`config.mk`:
```
export PLATFORM = sky130hd
export DESIGN_NAME = task_out_packetizer
export DESIGN_NICKNAME = d
export VERILOG_FILES = /design/src/rtl/task_out_packetizer.sv
export SDC_FILE = /design/constraint.sdc
export NUM_CORES = 1
export LEC_CHECK = 0
export BUFFER_PORTS_ARGS = -buffer_cell sky130_fd_sc_hd__buf_2
export CAP_MARGIN = 10
export CORE_MARGIN = 2
export CORE_UTILIZATION = 50
export CTS_BUF_LIST = sky130_fd_sc_hd__clkbuf_2
export DETAILED_ROUTE_END_ITERATION = 7
export PLACE_DENSITY = 0.64
export SETUP_SLACK_MARGIN = 0.5
export SYNTH_ARGS = -nofsm -noshare
export SYNTH_HDL_FRONTEND = slang
export SYNTH_SLANG_ARGS = --single-unit
```
`constraint.sdc`:
```
create_clock -name i_clk -period 4.2 [get_ports i_clk]
set_clock_uncertainty 0.1 [all_clocks]
set_input_delay 0.84 -clock i_clk [delete_from_list [all_inputs] [get_ports i_clk]]
set_output_delay 0.84 -clock i_clk [all_outputs]
set_load 0.05 [all_outputs]
```
`src/rtl/task_out_packetizer.sv`:
```
// Output stage for task blocks: buffers result words in a FWFT FIFO, delimits them
// into packets (explicit last or max length) and streams each packet to the manager.
module task_out_packetizer #(
  parameter int DATA_WIDTH       = 8,
  parameter int DEPTH            = 64,
  parameter int MAX_PACKET_WORDS = 16,
  parameter int LEN_DEPTH        = 4
) (
  input  logic                  i_clk,
  input  logic                  i_rst,
  input  logic [DATA_WIDTH-1:0] i_data,
  input  logic                  i_data_valid,
  input  logic                  i_input_last,
  output logic                  o_in_ready,
  output logic                  o_full,
  input  logic                  i_tmanager_ready,
  output logic                  o_tanswer_ready,
  output logic [DATA_WIDTH-1:0] o_tdata,
  output logic                  o_tanswer_data_last,
  output logic [11:0]           o_packet_size_in_bytes,
  output logic                  o_busy
);

  localparam int DAW = $clog2(DEPTH);
  localparam int LW  = $clog2(MAX_PACKET_WORDS + 1);
  localparam int LAW = (LEN_DEPTH > 1) ? $clog2(LEN_DEPTH) : 1;
  localparam int LCW = $clog2(LEN_DEPTH + 1);
  localparam logic [11:0] BYTES_PER_WORD = 12'(DATA_WIDTH / 8);

  typedef enum logic [1:0] {S_IDLE, S_START, S_SEND} state_t;
  state_t state;

  logic [DATA_WIDTH-1:0] mem [DEPTH];
  logic [DAW-1:0]        wr_ptr, rd_ptr;
  logic [DAW:0]          data_cnt;

  logic [LW-1:0]         len_q [LEN_DEPTH];
  logic [LAW-1:0]        len_wr, len_rd;
  logic [LCW-1:0]        len_cnt;

  logic [LW-1:0]         wr_len, r_len, rd_cnt;
  logic [11:0]           size_q;

  logic wr_accept, pkt_close, beat, beat_last, len_pop;

  assign o_full     = (data_cnt == (DAW+1)'(DEPTH)) || (len_cnt == LCW'(LEN_DEPTH));
  assign o_in_ready = !o_full;

  assign wr_accept = i_data_valid && o_in_ready;
  assign pkt_close = wr_accept && (i_input_last || (wr_len == LW'(MAX_PACKET_WORDS - 1)));
  assign len_pop   = (state == S_START);
  assign beat      = (state == S_SEND) && i_tmanager_ready;
  assign beat_last = (rd_cnt == r_len - LW'(1));

  assign o_tanswer_ready        = (state == S_SEND);
  assign o_tdata                = (state == S_SEND) ? mem[rd_ptr] : '0;
  assign o_tanswer_data_last    = (state == S_SEND) && beat_last;
  assign o_packet_size_in_bytes = size_q;
  assign o_busy                 = (state != S_IDLE);

  // Storage arrays carry no reset; stale contents are never exposed because
  // the read side is gated by the counts and the FSM state.
  always_ff @(posedge i_clk) begin
    if (wr_accept) mem[wr_ptr] <= i_data;
    if (pkt_close) len_q[len_wr] <= wr_len + LW'(1);
  end

  always_ff @(posedge i_clk) begin
    if (i_rst) begin
      wr_ptr   <= '0;
      rd_ptr   <= '0;
      data_cnt <= '0;
      len_wr   <= '0;
      len_rd   <= '0;
      len_cnt  <= '0;
      wr_len   <= '0;
      r_len    <= '0;
      rd_cnt   <= '0;
      size_q   <= '0;
      state    <= S_IDLE;
    end else begin
      if (wr_accept) begin
        wr_ptr <= wr_ptr + DAW'(1);
        wr_len <= pkt_close ? '0 : wr_len + LW'(1);
      end
      if (beat) rd_ptr <= rd_ptr + DAW'(1);

      case ({wr_accept, beat})
        2'b10:   data_cnt <= data_cnt + (DAW+1)'(1);
        2'b01:   data_cnt <= data_cnt - (DAW+1)'(1);
        default: ;
      endcase

      if (pkt_close) len_wr <= (len_wr == LAW'(LEN_DEPTH - 1)) ? '0 : len_wr + LAW'(1);
      if (len_pop)   len_rd <= (len_rd == LAW'(LEN_DEPTH - 1)) ? '0 : len_rd + LAW'(1);

      case ({pkt_close, len_pop})
        2'b10:   len_cnt <= len_cnt + LCW'(1);
        2'b01:   len_cnt <= len_cnt - LCW'(1);
        default: ;
      endcase

      case (state)
        S_IDLE: begin
          if (len_cnt != '0) state <= S_START;
        end
        S_START: begin
          r_len  <= len_q[len_rd];
          size_q <= 12'(len_q[len_rd]) * BYTES_PER_WORD;
          rd_cnt <= '0;
          state  <= S_SEND;
        end
        S_SEND: begin
          if (beat) begin
            rd_cnt <= rd_cnt + LW'(1);
            if (beat_last) begin
              size_q <= '0;
              state  <= S_IDLE;
            end
          end
        end
        default: state <= S_IDLE;
      endcase
    end
  end

endmodule
```
Word level (Yosys, flattened, before mapping):

Memory sizes are Yosys's and may differ from the RTL's. A register that Yosys moved wholly into a read port is not among the register bits.
Cells that the tools add are included.
Widths: inputs -> output; s select.

* word-level logic and storage cells: 78
* RAM bits: 532
* bits in registers: 55
* output and inout port bits: 25
* input bits: 13
* memories: 2

* $add $sub $neg: 11
* equal/unequal tests: 15
* reduce and logical (&&, ||, !) cells: 16
* muxes and demuxes: 23

Memories
* mem: words 64, width 8, rd ports 1, clocked after Yosys merged registers in 1, wr ports 1, RTL line 33 `logic [DATA_WIDTH-1:0] mem [DEPTH];`
* len_q: words 4, width 5, rd ports 1, clocked after Yosys merged registers in 1, wr ports 1, RTL line 37 `logic [LW-1:0] len_q [LEN_DEPTH];`

Operator list (number)
* $mux 12: 2
* $pmux 12 s2: 1
* $mux 2: 7
* $pmux 7 s2: 1
* $add 6x1->6 const B: 2
* $mux 6: 2
* $add 5x1->5 const B: 2
* $eq 2x2->1 const B: 5
* $mux 5: 2
* $pmux 5 s2: 1
* $mux 8: 1
* $reduce_bool 2->1: 4
* $add 7x1->7 const B: 1
* $eq 7x7->1 const B: 1
* $sub 7x1->7 const B: 1
* $eq 2x1->1 const B: 3
* $pmux 2 s3: 1
* $pmux 3 s2: 1
* $reduce_and 3->1: 2
* $eq 5x4->1 const B: 1
* $eq 5x5->1: 1
* $sub 5x1->5 const B: 1
* $add 2x1->2 const B: 2
* $logic_and 1x1->1: 4
* 11 further kinds: 16

Logic depth before layout (Yosys ltp):

Gate-level depths: netlist of run 1.

* word-level depth: 7
* depth in mapped cells: 14
* mapped depth without buffers: 11

Worst setup path before layout of run 1:

No wires, ideal clock.

* kind: reg2reg
* start point: register state[1]
* end point: register data_cnt[4]
* path slack: 0.167 ns
* buffers on the path: 2
* cell stages (with the launch flop): 14
* library setup time: 0.121 ns
* data required time: 3.979 ns
* arrival: 3.812 ns
* period minus slack after synthesis: 4.033 ns
* cells stage by stage: dfxtp_1 > nor2b_1 > nand2_1 > inv_1 > clkbuf_1 > ha_1 > clkbuf_1 > xor2_1 > ha_1 > a21o_1 > a32o_1 > a21oi_1 > mux2i_1 > mux2_2

* longest elaborated chain between the ends: 4
* elaborated cells between the ends (all ways): 6
* those cells by class: eq/ne: 3; mux: 1; reduce/logical: 2

RTL lines
* from (decl): RTL line 31 `state_t state;`
* from (signal assigned): RTL line 80 `state <= S_IDLE;`
* from (signal assigned): RTL line 105 `if (len_cnt != '0) state <= S_START;`
* from (signal assigned): RTL line 111 `state <= S_SEND;`
* $eq 2x2->1 *
* named net o_tanswer_ready: RTL line 17 `output logic o_tanswer_ready,`
* $logic_and 1x1->1 *: RTL line 52 `assign beat = (state == S_SEND) && i_tmanager_ready;`
* $eq 2x1->1 / $eq 2x2->1 (equally long branches): RTL line 88 `case ({wr_accept, beat})`
* $pmux 7 s2 / $reduce_bool 2->1 (equally long branches)
* to (signal assigned): RTL line 89 `2'b10: data_cnt <= data_cnt + (DAW+1)'(1);`
* to (signal assigned): RTL line 90 `2'b01: data_cnt <= data_cnt - (DAW+1)'(1);`
* to (decl): RTL line 35 `logic [DAW:0] data_cnt;`

Mark *: on every way through the listed nets, which the timed path passes. The rest lies on a longest branch.
A chain may end at the register's enable or synchronous reset.

==> results.cfg, run 1 <==
[status]
status = finished with violations
violations = negative setup slack

[routing]
vias = 12900
ant_nets = 0
post_drt_wl_per_cell_um = 24.3
drtPass1Iterations = 6
post-route-drc-count = 0
finalWirelength_mm = 54.5
drt_iter0_drc = 1192
routed_via_density = 5.74

[die]
die_area_mm2 = 0.0485
die_height_um = 220
start_util_pct = 50.5
num_rows = 79
coreArea_mm2 = 0.0464
pin_count = 38
fp.dieW_um = 220

[yosys]
synth_warnings = 0
synth_top_area_cell = edfxtp_1
yosys-top-cells-area = edfxtp_1 (68%), mux4_2 (12%), dfxtp_1 (4.8%)
synth_most_common_cell = edfxtp_1
synth_top_area_share_pct = 68.3
syn_area_mm2 = 0.0234
synth_seq_cells = 588
synthArstFlopShare_pct = 0
synth_edf_count = 532
synth_ff_type = edfxtp_1
ys_seq_area_share_pct = 73.1
avgSynthCellArea_um2 = 18.7
synthCells = 1251
synth_cell_types = 67
synth_top_cells_by_count = edfxtp_1 (532), mux4_2 (128), nor2_1 (120)

[grt]
grt-ovfl-total = 0
grt_use_total_pct = 23.3
grt_most_used_layer = met2
use_met1_pct = 31.8
grtUsageMet3_pct = 6.34
met2_usage_pct = 36.2
grt_max_degree = 65
grt_pass1_vias = 12900
grt_pass1_wl_mm = 80.3
antenna_found_initial = 2

[placement]
portBuffers = 30
gp_congestion = 0.809
dp_cells = 1927
dp_hpwl_mm = 32.4
place_area_mm2 = 0.0248
dp_slack_ns = 0.442

[clock_network]
clock_latency_ns = 1.23
htreeDepth = 4
clkSinkCount = 588
clock_path_buffers = 3
tritoncts = done
cts_root_buf = clkbuf_2
cts_buffers = 146
clkTransAtPathRegs_ns = 0.10

[hold_path]
hold_start = i_data[1]
min-delay-path-class = in2reg
whs_path_depth = 1
min_to = mem[58][1]

[critical_path]
r2r-start = data_cnt[3]
worst_path_largest_cell_delay_ns = 0.57
worst-path-max-fanout = 6
worst_path_max_delay_cell = mux4_1
crit_path_start_kind = register
critPathArrivalTime_ns = 3.69
worstReg2RegEnd = mem[32][6]
reg2reg_depth = 7
rrSetupSlack_ns = 0.94
critPathTopFamily = multiplexers
cp_num_buf_inv = 3
crit_chain = buf_12 > buf_16 > mux4_1 > mux4_2 > nor2_2 > nor4_1 > a31o_1 > buf_6
cp-end-kind = output pin
path_class = reg2out
worst_ep_required_time_ns = 3.26

[sta]
timing.final.ws_setup_ns = -0.429
slew_headroom_pct = 22.6
hold_ws_ns = 0.261
slew_viol_final = 0
rsz0062_at_grt = true
finalCritPeriodShare_pct = 110
final.min_clock_period_ns = 4.63
setup_viol = 8
tightest_slew_ns = 1.16
fmax_mhz = 216
fin_setup_tns_ns = -2.47
hold_violations = 0

[flow_run]
drv_cap = 0

[pwr]
p_per_area_mw_per_mm2 = 451
ir_drop_v = 0.000221
leakagePower_nw = 9.02

[cells_and_area]
drive_above_1_share_pct = 36.1
finalNonFillerCells = 2240
stdcell_area_mm2 = 0.0270
area_growth_pct = 15.6
fin_nets = 1542
## report_power, final
| part | switching [mW] | internal, mW | total, mW |
|---|---|---|---|
| clock | 2.27 | 1.46 | 3.73 |
| sequential | 0.125 | 6.51 | 6.64 |
| combinational | 1.01 | 0.797 | 1.81 |
| total | 3.41 | 8.77 | 12.2 |
## placed cells by master, fill, tap and decap left out, drive strengths merged, types with 27 or more instances in the layout
| master | count |
|---|---|
| clkbuf | 207 |
| inv | 29 |
| nor2 | 120 |
| clkinv | 48 |
| edfxtp | 532 |
| nand2 | 35 |
| a21oi | 27 |
| mux4 | 138 |
| dfxtp | 56 |
| buf | 172 |
## timing repair
item,in CTS,in global routing
endpoints found under the hold margin,52,0
setup endpoints to repair,11,10
gates resized for setup,67,24
hold buffers,7,0
pin swaps,12,8
buffers inserted,26,3
gates cloned,8,1
## stage by stage
step | util [%] | power (mW)
global route | 58.3 | 12.8
CTS | 58.1 | 12.3
finish | 58.3 | 12.2
floorplan | - | 7.82
global placement | 53.5 | 8.20
detailed placement | 53.5 | 8.23
## area by class of cell
| class | instances | area [µm²] |
|---|---|---|
| diodes | 2 | 5.00 |
| clock buffers | 206 | 1030 |
| clock inverters | 60 | 297 |
| fillers | 3559 | 19300 |
| inverters | 21 | 78.8 |
| multi-input cells | 575 | 5980 |
| flip-flops and latches | 588 | 17100 |
| well taps | 607 | 759 |
| repair buffers | 181 | 1760 |
## metal layers
metal,up-vias,part of all wire (%)
met4,0,2.6
met3,94,7.5
li1,5654,-
met1,6548,42
met2,556,48
met5,-,0
## cell families after synthesis
logic type,after synthesis,synth area share [%]
muxes,165,14.6
xor gates and xnor gates,27,1.08
AOI/OAI and AO/OA,114,3.17
adders and majority gates,16,0.888
buffers and inverters,94,2.12
DFF,588,73.1
and+or+nand+nor,246,5.01
other,1,0.0160
## flip-flops by register name (all words and copies together), names as in the netlist, named ones only
name and count:
mem 512, len_q 20, data_cnt 7, rd_ptr 6, wr_ptr 6, o_packet_size_in_bytes 5, r_len 5, rd_cnt 5
wr_len 5, len_cnt 3, len_rd 2, len_wr 2, state 2
## worst max-delay path by stage
stage,start,to,cells past startpoint
CTS,register,o_tdata[5],9
global route,register,o_tdata[2],8
floorplan,state[1],data_cnt[4],13
global placement,register,o_tdata[7],7
finish,register,o_tdata[2],8
detailed placement,register,o_tdata[7],7
Power figures use the tool's default switching activity.
==> run 2: changes to the inputs <==
--- a/config.mk
+++ b/config.mk
@@ -13,6 +13,7 @@
 export DETAILED_ROUTE_END_ITERATION = 7
 export PLACE_DENSITY = 0.64
 export SETUP_SLACK_MARGIN = 0.5
+export SKIP_LAST_GASP = 1
 export SYNTH_ARGS = -nofsm -noshare
 export SYNTH_HDL_FRONTEND = slang
 export SYNTH_SLANG_ARGS = --single-unit
==> constraint.sdc (replaced) <==
create_clock -name i_clk -period 4.2 [get_ports i_clk]
set_clock_uncertainty 0.1 [all_clocks]
set_input_delay 0.21 -clock i_clk [delete_from_list [all_inputs] [get_ports i_clk]]
set_output_delay 0.21 -clock i_clk [all_outputs]
set_load 0.05 [all_outputs]
==> results.cfg, run 2 (synthesis gave the netlist of run 1 again) <==
[status]
status = finished, final reports clean

[sta]
slew_headroom_pct = 20.4
fin_setup_tns_ns = 0
timing.final.ws_setup_ns = 0.268
fmax_mhz = 254
hold_violations = 0
final.min_clock_period_ns = 3.93
tightest_slew_ns = 1.19
setup_viol = 0
rsz0062_at_grt = true
slew_viol_final = 0
finalCritPeriodShare_pct = 93.6

[critical_path]
worst_path_max_delay_cell = mux4_2
cp-end-kind = output pin
cp_num_buf_inv = 2
worst_path_largest_cell_delay_ns = 0.53
rrSetupSlack_ns = 0.73
cpMostUsedCell = mux4_2
worst_ep_required_time_ns = 3.89
crit_chain = buf_8 > mux4_2 > mux4_2 > nor2_4 > nor4_2 > a31o_1 > buf_6
critPathArrivalTime_ns = 3.62
worst-path-max-fanout = 7
critPathTopFamily = multiplexers
r2r-start = data_cnt[1]
reg2reg_depth = 12
worstReg2RegEnd = len_cnt[2]
crit_path_start_kind = register
path_class = reg2out

[placement]
dp_hpwl_mm = 31.2
portBuffers = 30
gp_congestion = 0.810
dp_cells = 1858
dp_slack_ns = 0.802

[clock_network]
clkSinkCount = 588
cts_buffers = 145
cts_root_buf = clkbuf_2
clkTransAtPathRegs_ns = 0.09
clock_path_buffers = 3
tritoncts = done
clock_latency_ns = 1.28
htreeDepth = 4

[cells_and_area]
reg_top3 = mem: 512 flops, len_q: 20 flops, data_cnt: 7 flops
final_common_cell = edfxtp_1
finalNonFillerCells = 2184
fin_nets = 1497
regMostFlops = mem
drive_above_1_share_pct = 32.7
area_growth_pct = 14.2
layout_common_cells = edfxtp_1 (532), clkbuf_2 (210), mux4_2 (137), nor2_1 (115), dfxtp_1 (52)
largest_reg_flops = 512

[grt]
grt_max_degree = 65
grt_use_total_pct = 24.1
grt-ovfl-total = 0
grt_pass1_vias = 13000
antenna_found_initial = 4
grt_pass1_wl_mm = 82.6

[routing]
finalWirelength_mm = 55.8
vias = 12700
ant_nets = 0
routed_via_density = 5.81
post-route-drc-count = 0
drt_iter0_drc = 1472
post_drt_wl_per_cell_um = 25.6
drtPass1Iterations = 7

[hold_path]
min-delay-path-class = reg2reg
hold_start = o_packet_size_in_bytes[2]
whs_path_depth = 2
min_to = o_packet_size_in_bytes[2]

[die]
coreArea_mm2 = 0.0464
die_height_um = 220
fp.dieW_um = 220
start_util_pct = 50.5
die_area_mm2 = 0.0485
pin_count = 38
num_rows = 79

[pwr]
finalPower_mw = 12.2
p_switching_mw = 3.39
leakagePower_nw = 8.72
ir_drop_v = 0.000395
comb_power_share_pct = 14.3
swShare_pct = 27.8
pwr-share-clk_pct = 31.2
seq_power_share_pct = 54.5
p_per_area_mw_per_mm2 = 456
power.internal_mw = 8.78

[flow_run]
drv_cap = 0
## run 2: changes by cell type in the layout (fill, tap and decap cells not counted), moves of 4 or more
| cell | before | now |
|---|---|---|
| dlygate4sd3_1 | 7 | 30 |
| buf_4 | 119 | 47 |
| inv_2 | 11 | 5 |
| nor4_2 | 0 | 5 |
| nor4_1 | 5 | 1 |
| dfxtp_1 | 45 | 52 |
| clkinv_2 | 9 | 5 |
| clkinv_1 | 39 | 29 |
| clkbuf_2 | 206 | 210 |
| dfxtp_2 | 8 | 1 |
| buf_16 | 11 | 7 |
## run 2: cell type report
| class | instances | area (µm²) |
|---|---|---|
| Antenna cell | 2 | 5.00 |
| Clock buffer | 210 | 1050 |
| Clock inverter | 44 | 262 |
| Fill cell | 3568 | 19600 |
| Inverter | 21 | 78.8 |
| Multi-Input combinational cell | 575 | 5970 |
| Sequential cell | 588 | 17100 |
| Tap cell | 607 | 759 |
| Timing Repair Buffer | 137 | 1480 |
## run 2: through the flow
step | area (µm²) | util [%] | hold slack, ns
6_report | 26700 | 57.6 | 0.374
3_3_place_gp | 24200 | 52.3 | 0.352
5_1_grt | 26700 | 57.6 | 0.338
2_1_floorplan | 23400 | - | 0.209
4_1_cts | 26500 | 57.3 | 0.236
3_5_place_dp | 24200 | 52.3 | 0.363
## run 2: how the worst max path moves through the flow
| stage | start | to | slack [ns] | cells after the start |
|---|---|---|---|---|
| 2_1_floorplan | state[1] | data_cnt[4] | 0.51 | 13 |
| 3_3_place_gp | data_cnt[2] | mem[18][2] | 0.97 | 6 |
| 3_5_place_dp | data_cnt[2] | mem[18][2] | 0.80 | 6 |
| 4_1_cts | register | o_tdata[2] | 0.17 | 7 |
| 5_1_grt | register | o_tdata[5] | 0.16 | 7 |
| 6_report | register | o_tdata[5] | 0.27 | 7 |
## run 2: timing repair
action,4_1_cts,5_1_grt
hold buffers,33,0
endpoints found under the hold margin,794,0
setup buffers,23,8
setup endpoints to repair,8,8
gates resized for setup,68,19
gates cloned,5,1
pin swaps,3,8
## run 2: power by group through the flow
stage | registers [mW] | logic (mW) | clock network [mW]
5_1_grt | 6.65 | 1.87 | 4.19
3_3_place_gp | 6.78 | 1.43 | 0
3_5_place_dp | 6.79 | 1.45 | 0
6_report | 6.63 | 1.75 | 3.79
4_1_cts | 6.63 | 1.70 | 3.88
2_1_floorplan | 6.76 | 1.06 | 0
## run 2: worst min-delay path, cell delays in order (launching register included)
cell and delay, ns:
dfxtp_1 0.32, nand3_1 0.06, a21oi_1 0.06
## run 2: metal layers
layer  up-vias  GRT usage, %  wire length, µm
li1       5519             -                -
met1      6488          33.5            22700
met2       606          37.0            26700
met3        79          6.65             5300
met4         0          8.55             1140
met5         -             0                0
